[src/rtl/pipe_pkg.sv]
// pipe_pkg: shared types and constants for the pipeline stall/flush controller.
package pipe_pkg;
    typedef enum logic {PC_IDLE, PC_MDU_BUSY} state_e;
    localparam int REG_W_DEF = 5;
    localparam int MDU_CNT_W = 8;
    // all-zero word is sll $0,$0,0, the canonical MIPS NOP injected by idex_bubble
    localparam logic [31:0] NOP_INSN = 32'h0000_0000;
endpackage

[src/rtl/mdu_timer.sv]
// mdu_timer: MDU occupancy down-counter; owns the IDLE/MDU_BUSY state bit.
module mdu_timer
    import pipe_pkg::*;
#(
    parameter int MDU_LAT = 32
) (
    input  logic clk,
    input  logic rst,
    input  logic load_i,
    output logic busy_o
);
    state_e               state_q, state_d;
    logic [MDU_CNT_W-1:0] cnt_q, cnt_d;
    logic                 done;

    assign busy_o = (state_q == PC_MDU_BUSY);
    assign done   = busy_o && (cnt_q == '0);

    always_comb begin
        state_d = state_q;
        cnt_d   = cnt_q;
        if (load_i) begin
            state_d = PC_MDU_BUSY;
            cnt_d   = MDU_CNT_W'(MDU_LAT - 1);
        end else if (busy_o) begin
            state_d = done ? PC_IDLE : PC_MDU_BUSY;
            cnt_d   = done ? cnt_q : cnt_q - 1'b1;
        end
    end

    always_ff @(posedge clk) begin
        if (rst) begin
            state_q <= PC_IDLE;
            cnt_q   <= '0;
        end else begin
            state_q <= state_d;
            cnt_q   <= cnt_d;
        end
    end
endmodule

[src/rtl/pipe_ctrl.sv]
// pipe_ctrl: load-use / branch-flush / MDU-occupancy stall controller for the 5-stage pipeline.
// Optional PIPE_CTRL_PERF_EN adds saturating stall_cnt and flush_cnt counters.
module pipe_ctrl
    import pipe_pkg::*;
#(
    parameter int MDU_LAT = 32,
    parameter int REG_W   = REG_W_DEF
) (
    input  logic             clk,
    input  logic             rst,
    input  logic [REG_W-1:0] id_rs,
    input  logic [REG_W-1:0] id_rt,
    input  logic [REG_W-1:0] ex_rd,
    input  logic             ex_mem_read,
    input  logic             id_branch_taken,
    input  logic             id_mdu_start,
    input  logic             id_mdu_use,
    output logic             pc_write,
    output logic             ifid_write,
    output logic             ifid_flush,
    output logic             idex_bubble,
    output logic             mdu_go,
`ifdef PIPE_CTRL_PERF_EN
    output logic [31:0]      stall_cnt,
    output logic [31:0]      flush_cnt,
`endif
    output logic             mdu_busy
);
    logic load_hz, mdu_hz, stall, hold;

    mdu_timer #(.MDU_LAT(MDU_LAT)) u_timer (
        .clk    (clk),
        .rst    (rst),
        .load_i (mdu_go),
        .busy_o (mdu_busy)
    );

    assign load_hz = ex_mem_read && (ex_rd != '0) && (ex_rd == id_rs || ex_rd == id_rt);
    assign mdu_hz  = mdu_busy && (id_mdu_start || id_mdu_use);
    assign stall   = load_hz || mdu_hz;
    // reset presents the same frozen-pipeline enables as a stall
    assign hold    = rst || stall;

    always_comb begin
        pc_write    = !hold;
        ifid_write  = !hold;
        idex_bubble = hold;
        ifid_flush  = !hold && id_branch_taken;
        mdu_go      = !hold && id_mdu_start && !mdu_busy;
    end

`ifdef PIPE_CTRL_PERF_EN
    logic [31:0] stall_cnt_q, flush_cnt_q;

    always_ff @(posedge clk) begin
        if (rst) begin
            stall_cnt_q <= '0;
            flush_cnt_q <= '0;
        end else begin
            stall_cnt_q <= (stall && stall_cnt_q != '1) ? stall_cnt_q + 1'b1 : stall_cnt_q;
            flush_cnt_q <= (ifid_flush && flush_cnt_q != '1) ? flush_cnt_q + 1'b1 : flush_cnt_q;
        end
    end

    assign stall_cnt = stall_cnt_q;
    assign flush_cnt = flush_cnt_q;
`endif
endmodule

[config.mk]
export PLATFORM = sky130hd
export DESIGN_NAME = pipe_ctrl
export DESIGN_NICKNAME = d
export VERILOG_FILES = /design/src/rtl/pipe_pkg.sv /design/src/rtl/mdu_timer.sv /design/src/rtl/pipe_ctrl.sv
export SDC_FILE = /design/constraint.sdc
export NUM_CORES = 1
export LEC_CHECK = 0
export CAP_MARGIN = 20
export CORE_MARGIN = 2
export CORE_UTILIZATION = 48
export DETAILED_ROUTE_END_ITERATION = 8
export HOLD_SLACK_MARGIN = 0.06
export PLACE_DENSITY = 0.84
export SYNTH_ARGS = -nofsm -noshare
export SYNTH_HDL_FRONTEND = slang
export SYNTH_SLANG_ARGS = --single-unit
export TNS_END_PERCENT = 20
[constraint.sdc]
create_clock -name clk -period 3.4 [get_ports clk]
set_input_delay 0.34 -clock clk [delete_from_list [all_inputs] [get_ports clk]]
set_output_delay 0.34 -clock clk [all_outputs]
set_load 0.1 [all_outputs]
# Word-level counts from Yosys, hierarchy flattened
# Cells that the tools add are included.
[word_totals] reg_bits=9 latch_bits=0 ramBits=0 romBits=0 in_bits=21 elab_cells=33 memories=0
[classes] addsub=1 n_mul=0 n_div=0 order_cmp=0 eq_ne=3 shift=0 mux=6 bitwise_logic=1 n_reduce_logical=19
[op_table] cell="$mux 5" n=3
[op_table] cell="$eq 5x5->1" n=2
[op_table] cell="$logic_not 8->1" n=1
[op_table] cell="$sub 8x1->8 const B" n=1
[op_table] cell="$logic_and 1x1->1" n=7
[op_table] cell="$reduce_bool 5->1" n=1
[op_table] cell="$logic_or 1x1->1" n=4
[op_table] cell="$reduce_and 2->1" n=2
[op_table] cell="$mux 1" n=3
[op_table] cell="$logic_not 1->1" n=2
[op_table] cell="$ne 2x2->1 const B" n=1
[op_table] cell="$reduce_bool 2->1" n=1
[op_table] cell="$reduce_or 2->1" n=1
[op_table] cell="$not 1->1" n=1

# Depth between registers and ports, before layout
# Gate-level depths: netlist of run 1.
[logic_depth] depth_word=10 ltp_mapped=6 ltp_nobuf=6

# Hierarchy
# Synthesis of run 1 repeated with hierarchy kept, for this count alone.
[hier_totals] hier_cells=87 area_unflattened_um2=740.7
[modules_own_cells] module="mdu_timer" n_inst=1 cells_per_inst=61 area_per_inst_um2=550.5 seq_area_each_um2=180.2
[modules_own_cells] module="pipe_ctrl" n_inst=1 cells_per_inst=26 area_per_inst_um2=190.2 seq_area_each_um2=0.0

# Worst setup path before layout of run 1
# Ideal clock, no wire load.
[synth_timing] path_kind="input -> output" from="input port ex_rd[1]" to="output port pc_write" t_arrival_ns=4.038 setup_slack_ns=-0.978 path_stages=4 path_buffers=1 cell_sequence="or4_4 o21a_4 a211oi_1 buf_4"
[synth_via] elab_chain_len=6
[synth_rtl] element="start, declared" line="pipe_ctrl.sv:13" rtl="input logic [REG_W-1:0] ex_rd,"
[synth_rtl] element="$eq 5x5->1 or $reduce_bool 5->1 (tied branches)" line="pipe_ctrl.sv:38" rtl="assign load_hz = ex_mem_read && (ex_rd != '0) && (ex_rd == id_rs || ex_rd == id_rt);"
[synth_rtl] element="$logic_or 1x1->1 or $logic_and 1x1->1 (tied branches)" line="pipe_ctrl.sv:38"
[synth_rtl] element="$logic_and 1x1->1 *" line="pipe_ctrl.sv:38"
[synth_rtl] element="$logic_or 1x1->1 *" line="pipe_ctrl.sv:40" rtl="assign stall = load_hz || mdu_hz;"
[synth_rtl] element="$logic_or 1x1->1 *" line="pipe_ctrl.sv:42" rtl="assign hold = rst || stall;"
[synth_rtl] element="$logic_not 1->1 *"
[synth_rtl] element="end, declared" line="pipe_ctrl.sv:18" rtl="output logic pc_write,"
# Every way passes the cells marked *; elsewhere a longest branch is shown, timed or not.

# Worst setup path in the final report of run 1
[layout_timing] from="input port ex_rd[1]" to="output port ifid_write"
[layout_via] elab_chain_len=6
[layout_rtl] element="$eq 5x5->1 or $reduce_bool 5->1 (tied branches)" line="pipe_ctrl.sv:38"
[layout_rtl] element="$logic_or 1x1->1 or $logic_and 1x1->1 (tied branches)" line="pipe_ctrl.sv:38"
[layout_rtl] element="$logic_and 1x1->1 *" line="pipe_ctrl.sv:38"
[layout_rtl] element="$logic_or 1x1->1 *" line="pipe_ctrl.sv:40"
[layout_rtl] element="$logic_or 1x1->1 *" line="pipe_ctrl.sv:42"
[layout_rtl] element="$logic_not 1->1 *" line="pipe_ctrl.sv:46" rtl="ifid_write = !hold;"
[layout_rtl] element="end, declared" line="pipe_ctrl.sv:19" rtl="output logic ifid_write,"
# Marks and branches as above.

==> results by group, run 1 <==
Timing
  • RSZ-0062 raised after global routing: no
  • Post-Route Setup TNS: 0 ns
  • Slew headroom: between 30% and 40%
  • Least-Margin Pin Slew: about 0.96 ns
  • Final setup viols: 0
  • Fin crit period: 2.65 ns
  • F_max: 377 MHz
  • Final Hold Viols: 0
  • Final period util: 78.1%
  • Slew Viols, Final: 0
  • Setup Skew: slightly above 0.004 ns

Die
  • Die width: 45.7 um
  • Area of the die: between 2000 and 2500 um2
  • Core ar.: 1690 um2
  • Chip height: approximately 46 um
  • Std cell rows: 15
  • Io pins: 27
  • Starting density of the core: 49.5%

Drt
  • WL/cell: 15.3 um
  • Final wirelength: 2.14 mm
  • DR vias: a little under 900
  • Detailed Routing Iterations Pass 1: 4
  • Antenna Violating Nets Remaining: 0
  • DRC: 0
  • Vias per cell: about 6.4
  • Initial DRC Count: 13

Placement
  • Detail Placement HPWL: between 1.5 and 2 mm
  • RD Place Congestion: 0.897
  • Placed cells: 136
  • I/O Buffers: 26

Cells and area
  • Share of post-route cells with drive strength above 1: approximately 17%
  • Post-Layout Cell Count: 140
  • Area growth syn-to-layout: 38.8%
  • Nets@finish: 146
  • N_diodes: 0
  • Fill cells: 132

Global routing
  • Total grt overflow: 0
  • Met2 GRT Util: 43.1%
  • Gr busiest metal: met2
  • Met3 usage: 4.76%
  • Global-route wire length before repair: roughly 3.8 mm
  • GRT met1 Usage: slightly above 30%
  • Vias in the first global route: ~850
  • GR Util All Layers: around a quarter
  • Initial antenna violation count: 0
  • Largest net degree at the start of global routing: 13

Power and ir drop
  • PD cells: approximately 380 nW/um2
  • Static Leak: 0.000421 uW
  • VDD IR max: 218 uV

Logic synthesis
  • Top cell type's share of synthesized area: a little over a fifth
  • Cell Area, Synth: 836 um2
  • Cell with the most instances after synthesis: xnor2_1
  • Synth area leaders: dfxtp_1 (22%), xnor2_1 (10%), a21oi_1 (4.8%), a2111oi_4 (3.3%), inv_1 (2.7%)
  • Number of flops mapped to enable cells by yosys: 0
  • Flops & latches, synth: 9
  • Unique masters post-synth: 46
  • Syn Area/Cell: ~8.7 um2
  • Syn Nets: roughly 120
  • Sequential share of the synthesized area: a little over a fifth
  • Top FF cell, synth: dfxtp_1
  • Gate Count Post-Synth: 96
  • Async S/R FF share, synth: 0%
  • YS warnings: 0
  • Synth top cells by count: xnor2_1 (10), dfxtp_1 (9), a21oi_1 (8), inv_1 (6)
  • Cell taking the most area after synthesis: dfxtp_1

Clocking
  • CTS tree: done
  • Worst-path clk slew: 0.06 ns
  • Clock buffer count from CTS: 3
  • Hold_buf cts: 0
  • CTS sink cnt: 9
  • Clock Path Buffers: 2
  • CTS Root Cell: clkbuf_4
  • Clock Latency Late Sink: 0.27 ns
  • Cts repair resizes: 0
  • Setup Fix Bufs, Post-CTS: 0
  • H-tree lvl count: 1

Critical path
  • Crit path max fanout: 5
  • Setup Crit Path Kind: primary input to primary output
  • CP Data Required Time: 3.06 ns
  • WP data arrival: between 2 and 2.5 ns
  • CP endpoint kind: primary output
  • Crit start category: primary input

Run
  • Maxcap violations: 0

Run status
  • Outcome: complete, no violations

Worst hold path
  • Type of the tightest min-delay check: flop to flop
## final timing paths
kind,start,endpoint,slack [ns],cells after the start
setup / recovery,ex_rd[1],ifid_write,0.75,5
hold / removal,u_timer.cnt_q[7],u_timer.cnt_q[6],0.66,3
setup reg to reg,u_timer.busy_o,u_timer.cnt_q[5],1.57,4
hold reg to reg,u_timer.cnt_q[7],u_timer.cnt_q[6],0.66,3
## registers in the layout, indices dropped and copies added, names as in the netlist
signal,flops
u_timer.busy_o,1
u_timer.cnt_q,8
## worst max-delay path: stages
cell	delay, ns
clkdlybuf4s50_1	0.48
or4_4	0.59
o21a_4	0.24
a211oi_2	0.42
buf_12	0.23
## per-layer routing
| metal | wire length (um) | up-vias |
|---|---|---|
| met5 | 0 | - |
| met4 | 45 | 0 |
| li1 | - | 425 |
| met1 | 810 | 419 |
| met3 | 150 | 5 |
| met2 | 1130 | 40 |
## logic make-up after synthesis
family,after synthesis,share of synthesized area (%)
muxes,2,2.54
xor gates and xnor gates,10,10.5
AOI/OAI and AO/OA,38,39.1
buffers and inverters,10,5.24
adders and majority gates,1,1.50
and+or+nand+nor,26,19.6
DFF,9,21.6
## per-stage QoR
stage          instance area (um2)  total power (uW)  hold WS (ns)  util [%]  setup WS, ns
2_1_floorplan                  841               288         0.528         -         0.114
3_3_place_gp                  1130               351         0.611      67.1         0.798
3_5_place_dp                  1130               357         0.657      67.1         0.732
4_1_cts                       1160               444         0.669      68.7         0.722
5_1_grt                       1160               467         0.695      68.7         0.677
6_report                      1160               445         0.665      68.7         0.746
## cell type report
class / count / area, um2 / area share (%)
Timing Repair Buffer: 27 / 293 / 25.2
Tap cell: 17 / 21.3 / 1.83
Inverter: 6 / 22.5 / 1.94
Multi-Input combinational cell: 77 / 617 / 53.2
Clock buffer: 4 / 26.3 / 2.27
Sequential cell: 9 / 180 / 15.5
## cells in the final DEF (no fill, tap or decap), drive strengths merged, types with 2 or more instances in the layout
master	n
o31ai	2
nor3	3
o211a	2
o21a	4
a211oi	2
or4	2
nand2	4
nor4	2
o21ai	6
dfxtp	9
a2111oi	3
nor2b	2
xnor2	10
nor2	4
buf	6
nand3	2
clkbuf	4
a221oi	3
a21oi	8
clkdlybuf4s50	21
inv	6
## where the power goes
part           switching (uW)  leakage [uW]  internal, uW
logic                     128      0.000332          91.8
registers                18.4     0.0000744           117
clock network            43.7     0.0000150          45.6
Power figures use the tool's default switching activity.
==> run 2: changes to the inputs <==
--- a/config.mk
+++ b/config.mk
@@ -7,10 +7,10 @@
 export LEC_CHECK = 0
 export CAP_MARGIN = 20
 export CORE_MARGIN = 2
-export CORE_UTILIZATION = 48
+export CORE_UTILIZATION = 45
 export DETAILED_ROUTE_END_ITERATION = 8
 export HOLD_SLACK_MARGIN = 0.06
-export PLACE_DENSITY = 0.84
+export PLACE_DENSITY = 0.79
 export SYNTH_ARGS = -nofsm -noshare
 export SYNTH_HDL_FRONTEND = slang
 export SYNTH_SLANG_ARGS = --single-unit
==> constraint.sdc (replaced) <==
create_clock -name clk -period 2.46 [get_ports clk]
set_input_delay 0.246 -clock clk [delete_from_list [all_inputs] [get_ports clk]]
set_output_delay 0.246 -clock clk [all_outputs]
set_load 0.1 [all_outputs]
==> run 2 against run 1 <==
Net effect: flip-flop and latch count unchanged; die area grew 6.1%; count of clock-buffer cells in the layout stayed put; hold slack worse by 0.022 ns; global-route usage decreased by 1.8 points; register-to-register slack worse by 0.94 ns; setup slack worse by 0.65 ns; combinational power increased by 50%; critical endpoint is now ifid_flush; highest routed layer unchanged.
==> results by group, run 2 (synthesis results as in run 1) <==
Global routing
  • Total grt overflow: 0 (unchanged)
  • Initial antenna violation count: 0 (unchanged)
  • Global-route wire length before repair: 3.66 mm (-2.6%)
  • GR Util All Layers: 23.3% (-1.8 points)
  • Largest net degree at the start of global routing: 13 (unchanged)
  • Vias in the first global route: 847 (-0.82%)

Cells and area
  • Max reg flops: 8 (unchanged)
  • Share of post-route cells with drive strength above 1: 21.9% (+4.8 points)
  • Largest Register: u_timer.cnt_q
  • Most common cell after layout, fill and taps aside: clkdlybuf4s50_1
  • Area growth syn-to-layout: 48.5%
  • N_diodes: 0 (unchanged)
  • Nets@finish: 151 (+3.4%)
  • Most frequent cells in the layout: clkdlybuf4s50_1 (20), xnor2_1 (10), dfxtp_1 (9), a21oi_1 (7), buf_4 (7)
  • Fill cells: 138 (+4.5%)

Power and ir drop
  • Power Total: 636 uW (+43%)
  • Static Leak: 0.000457 uW (+8.4%)
  • VDD IR max: 359 uV (+65%)
  • PD cells: 513 nW/um2 (+34%)

Critical path
  • Largest delay share family, worst path: compound AO/OA/AOI/OAI gates
  • Register-to-Register Path Depth: 6 (+2)
  • Crit path max fanout: 5 (unchanged)
  • Crit path buffers/inverters: 2 (unchanged)
  • WP data arrival: 2.12 ns (-0.19 ns)
  • Critical path's slowest cell: or4_4
  • CP Data Required Time: 2.21 ns (-0.85 ns)
  • CP cell instances: clkdlybuf4s50_1 > or4_4 > o21a_4 > a2111oi_4 > buf_12
  • Setup Crit Path Kind: primary input to primary output
  • CP endpoint kind: primary output
  • Reg2reg setup slack: 0.63 ns (-0.94 ns)
  • Slowest stage delay, CP: 0.57 ns (-0.02 ns)
  • Worst reg2reg path startpoint: u_timer.cnt_q[0]
  • R2R Path End: u_timer.cnt_q[0]
  • Crit start category: primary input

Die
  • Die width: 47.1 um (+3.0%)
  • Chip height: 47.1 um (+3.0%)
  • Starting density of the core: 47.9% (-1.6 points)
  • Io pins: 27 (unchanged)
  • Area of the die: 2220 um2 (+6.1%)
  • Core ar.: 1750 um2 (+3.3%)
  • Std cell rows: 15 (unchanged)

Drt
  • Metal3 WL: 155 um (+3.3%)
  • DRC: 0 (unchanged)
  • Vias per cell: 5.73 (-9.8%)
  • Detailed Routing Iterations Pass 1: 4 (unchanged)
  • Antenna Violating Nets Remaining: 0 (unchanged)
  • Met2 routed WL: 1.10 mm (-2.7%)
  • DR vias: 876 (-1.5%)
  • WL/cell: 14.8 um (-3.0%)
  • Met1 wire length: 962 um (+19%)
  • Highest Signal Layer: met4
  • Final wirelength: 2.27 mm (+6.0%)
  • Initial DRC Count: 27 (+14)

Timing
  • Post-Route Setup TNS: 0 ns (unchanged)
  • Fin crit period: between 2 and 2.5 ns
  • Slew headroom: 62.4% (+26 points)
  • Least-Margin Pin Slew: 0.550 ns (-0.408 ns)
  • Final period util: 96.2%
  • RSZ-0062 raised after global routing: no
  • Final setup viols: 0 (unchanged)
  • F_max: 422 MHz
  • Final Hold Viols: 0 (unchanged)
  • Setup Skew: 0.000471 ns (-0.00362 ns)
  • Slew Viols, Final: 0 (unchanged)

Clocking
  • CTS tree: done
  • Clock buffer count from CTS: 3 (unchanged)
  • Cts repair resizes: 0 (unchanged)
  • Clock Latency Late Sink: 0.27 ns (about the same)
  • Clock Path Buffers: 2 (unchanged)
  • Setup Fix Bufs, Post-CTS: 0 (unchanged)
  • H-tree lvl count: 1 (unchanged)
  • CTS sink cnt: 9 (unchanged)
  • Worst-path clk slew: 0.06 ns (about the same)
  • Hold_buf cts: 0 (unchanged)
  • CTS Root Cell: clkbuf_4

Worst hold path
  • Hold endpoint: u_timer.cnt_q[6]
  • Type of the tightest min-delay check: flop to flop
  • Worst hold path cell count: 3 (unchanged)
  • Min-delay src: u_timer.cnt_q[7]

Run status
  • Outcome: complete, no violations

Placement
  • I/O Buffers: 26 (unchanged)
  • RD Place Congestion: 0.909 (+1.2%)
  • Detail Placement HPWL: 1.79 mm (+1.8%)

Run
  • Maxcap violations: 0 (unchanged)
## run 2: cell type report
class | instances | area [um2] | area share, %
Multi-Input combinational cell | 77 | 628 | 50.6
Timing Repair Buffer | 32 | 353 | 28.4
Sequential cell | 9 | 180 | 14.5
Tap cell | 25 | 31.3 | 2.52
Clock buffer | 4 | 26.3 | 2.12
Inverter | 6 | 22.5 | 1.81
## run 2: metrics by stage
stage / hold WS (ns) / setup slack (ns) / instance area, um2 / cells / utilization (%)
after floorplan: 0.434 / -0.201 / 852 / 96 / -
after global placement: 0.611 / 0.116 / 1210 / 149 / 69.6
after detailed placement: 0.628 / 0.0822 / 1210 / 149 / 69.6
after CTS: 0.637 / 0.0842 / 1240 / 153 / 71.1
after global routing: 0.668 / 0.0435 / 1240 / 153 / 71.1
final: 0.643 / 0.0928 / 1240 / 153 / 71.1
## run 2: routing by layer
layer | track usage (%) | vias to the layer above
met5 | 0 | -
met4 | 11.1 | 0
met3 | 5.77 | 7
met2 | 37.8 | 41
met1 | 28.9 | 391
li1 | - | 437
## run 2: report_power, final
part / internal, uW / switching, uW / total, uW
Combinational: 142 / 189 / 331
Sequential: 162 / 21.4 / 184
Clock: 62.9 / 58.9 / 122
Total: 367 / 269 / 636
## run 2: worst max-delay path by stage
| stage | from | endpoint | slack [ns] | cells after the start |
|---|---|---|---|---|
| global route | ex_rd[1] | ifid_flush | 0.04 | 5 |
| detailed placement | ex_rd[1] | ifid_flush | 0.08 | 5 |
| CTS | ex_rd[1] | ifid_flush | 0.08 | 5 |
| global placement | ex_rd[1] | ifid_flush | 0.12 | 5 |
| floorplan | u_timer.busy_o | pc_write | -0.20 | 4 |
| finish | ex_rd[1] | ifid_flush | 0.09 | 5 |
## run 2: tightest hold or removal path, stage by stage (launching register included)
cell	delay, ns
dfxtp_1	0.34
nand2_1	0.07
mux2i_1	0.08
o211a_1	0.11
==> run 3: changes to the inputs <==
--- a/config.mk
+++ b/config.mk
@@ -10,7 +10,7 @@
 export CORE_UTILIZATION = 45
 export DETAILED_ROUTE_END_ITERATION = 8
 export HOLD_SLACK_MARGIN = 0.06
-export PLACE_DENSITY = 0.79
+export PLACE_DENSITY_LB_ADDON = 0.25
 export SYNTH_ARGS = -nofsm -noshare
 export SYNTH_HDL_FRONTEND = slang
 export SYNTH_SLANG_ARGS = --single-unit
==> constraint.sdc (replaced) <==
create_clock -name clk -period 2.2 [get_ports clk]
set_input_delay 0.22 -clock clk [delete_from_list [all_inputs] [get_ports clk]]
set_output_delay 0.22 -clock clk [all_outputs]
set_load 0.1 [all_outputs]
==> run 3 against run 2 <==
Net effect: register-to-register slack got worse by 0.23 ns; combinational power rose by 11%; die area is the same; non-clock buffer count grew 4; flip-flop and latch count unchanged; sequential share of layout area shrank 0.30 points; final cell count increased by 2.6%; hold slack worse by 0.011 ns; cell area rose by 2.8%; total power is 12% higher; count of clock-buffer cells in the layout stayed put.
==> results by group, run 3 (synthesis results as in run 1) <==
Run status
  • Outcome: complete, no violations

Critical path
  • First element of the critical path: ex_rd[4]
  • Crit path max fanout: 4 (-1)
  • CP cell instances: clkdlybuf4s50_1 > or4_4 > o21a_4 > a2111oi_4 > buf_12
  • Crit start category: primary input
  • Worst reg2reg path startpoint: u_timer.cnt_q[0]
  • CP Data Required Time: 1.98 ns (-0.23 ns)
  • Critical path's slowest cell: or4_4
  • CP endpoint kind: primary output
  • Largest delay share family, worst path: buffers and inverters
  • Slowest stage delay, CP: 0.44 ns (-0.13 ns)
  • Setup Crit Path Kind: primary input to primary output
  • WP data arrival: 1.91 ns (-0.21 ns)
  • Crit path buffers/inverters: 2 (unchanged)

Die
  • Io pins: 27 (unchanged)
  • Area of the die: 2220 um2 (unchanged)
  • Chip height: 47.1 um (unchanged)
  • Core ar.: 1750 um2 (unchanged)
  • Std cell rows: 15 (unchanged)
  • Die width: 47.1 um (unchanged)
  • Starting density of the core: 47.9% (unchanged)

Timing
  • F_max: between 400 and 500 MHz
  • Slew Viols, Final: 0 (unchanged)
  • Final Hold Viols: 0 (unchanged)
  • Least-Margin Pin Slew: 0.615 ns (+0.0648 ns)
  • RSZ-0062 raised after global routing: no
  • Final period util: between 90% and 100%
  • WHS: 0.632 ns (-0.0108 ns)
  • Final setup viols: 0 (unchanged)
  • Setup Skew: 0.00158 ns (+0.00111 ns)
  • Slew headroom: 57.9% (-4.4 points)
  • Fin crit period: roughly 2.1 ns

Worst hold path
  • Type of the tightest min-delay check: flop to flop
  • Min-delay src: u_timer.cnt_q[7]

Placement
  • Detail Placement HPWL: 1.82 mm (+1.6%)
  • RD Place Congestion: 0.940 (+3.5%)
  • I/O Buffers: 26 (unchanged)

Clocking
  • Worst-path clk slew: 0.06 ns (about the same)
  • Setup Fix Bufs, Post-CTS: 0 (unchanged)
  • H-tree lvl count: 1 (unchanged)
  • CTS tree: done
  • Clock buffer count from CTS: 3 (unchanged)
  • Clock Path Buffers: 2 (unchanged)
  • CTS sink cnt: 9 (unchanged)
  • Clock Latency Late Sink: 0.26 ns (about the same)
  • CTS Root Cell: clkbuf_4

Power and ir drop
  • Sequential share of power: 29.6% (+0.8 points)
  • Pint: 413 uW (+12%)
  • PD cells: 556 nW/um2 (+8.6%)
  • Net switching power: 297 uW (+11%)
  • Sw Ratio: 41.9% (-0.39 points)
  • Combinational Power Share: 51.8% (-0.2 points)
  • Power Total: 710 uW (+12%)
  • Clock network power share: 18.6% (-0.5 points)
  • Static Leak: 0.000479 uW (+4.9%)
  • VDD IR max: 392 uV (+9.3%)

Drt
  • DR vias: 891 (+1.7%)
  • Final wirelength: 2.21 mm (-2.5%)
  • WL/cell: 14.1 um (-5.0%)
  • Initial DRC Count: 24 (-11%)
  • Detailed Routing Iterations Pass 1: 4 (unchanged)
  • DRC: 0 (unchanged)
  • Vias per cell: 5.68 (-0.88%)
  • Antenna Violating Nets Remaining: 0 (unchanged)

Cells and area
  • Nets@finish: 155 (+2.6%)
  • Share of post-route cells with drive strength above 1: 25.0% (+3.1 points)
  • Most frequent cells in the layout: clkdlybuf4s50_1 (17), buf_4 (11), xnor2_1 (10), dfxtp_1 (8), a21oi_1 (7)
  • N_diodes: 0 (unchanged)
  • Area growth syn-to-layout: 52.7%
  • Most common cell after layout, fill and taps aside: clkdlybuf4s50_1
  • Largest Register: u_timer.cnt_q
  • Max reg flops: 8 (unchanged)

Global routing
  • GR Util All Layers: 22.8% (-0.52 points)
  • Vias in the first global route: 833 (-1.7%)
  • Largest net degree at the start of global routing: 13 (unchanged)
  • Initial antenna violation count: 0 (unchanged)
  • Total grt overflow: 0 (unchanged)
  • Global-route wire length before repair: 3.61 mm (-1.3%)

Run
  • Maxcap violations: 0 (unchanged)
==> run 3: layout make-up <==
type	count	area (um2)
Clock buffer	4	26.3
Fill cell	133	469
Tap cell	25	31.3
Multi-Input combinational cell	77	636
Sequential cell	9	181
Inverter	6	22.5
Timing Repair Buffer	36	379
==> run 3: layer usage <==
layer  part of all wire [%]  track usage, %  wire, um  vias up
met5                      0               0         0        -
met4                   0.81            9.44        18        0
met3                    5.3            5.00       118        2
met2                     54            38.6      1190       30
met1                     40            27.8       886      415
li1                       -               -         -      444
==> run 3: path summary, 6_finish.rpt <==
check | end | slack (ns) | depth (start not counted)
max reg2reg | u_timer.cnt_q[0] | 0.40 | 6
min | u_timer.cnt_q[6] | 0.63 | 3
min reg2reg | u_timer.cnt_q[6] | 0.63 | 3
max | ifid_flush | 0.07 | 5
==> run 3: per-stage QoR <==
step / TNS [ns] / cell area [um2] / worst slack, ns / cells / util (%)
after floorplan: -0.506 / 866 / -0.261 / 96 / -
after global placement: -0.0980 / 1250 / -0.0617 / 153 / 71.4
after detailed placement: -0.208 / 1250 / -0.0973 / 153 / 71.4
after CTS: 0 / 1270 / 0.0578 / 157 / 72.7
after global routing: 0 / 1280 / 0.0298 / 157 / 73.1
final: 0 / 1280 / 0.0724 / 157 / 73.1
==> run 3: power by group through the flow <==
stage	Combinational (uW)	Sequential, uW	Clock (uW)
after floorplan	238	218	0
after global placement	357	212	0
after detailed placement	364	213	0
after CTS	364	210	134
after global routing	391	214	145
final	368	210	132
==> run 3: what timing repair did <==
action,CTS,global route
pin swaps,4,0
hold buffers,0,0
gates resized for setup,3,1
endpoints found under the setup margin,4,1
endpoints found under the hold margin,0,0
==> run 3: worst register-to-register path, cell delays in order (launching register included) <==
cell and delay, ns:
dfxtp_1 0.32, inv_1 0.10, ha_1 0.24, or3b_2 0.53
o2111a_1 0.26, a221oi_2 0.16, o21ai_1 0.09
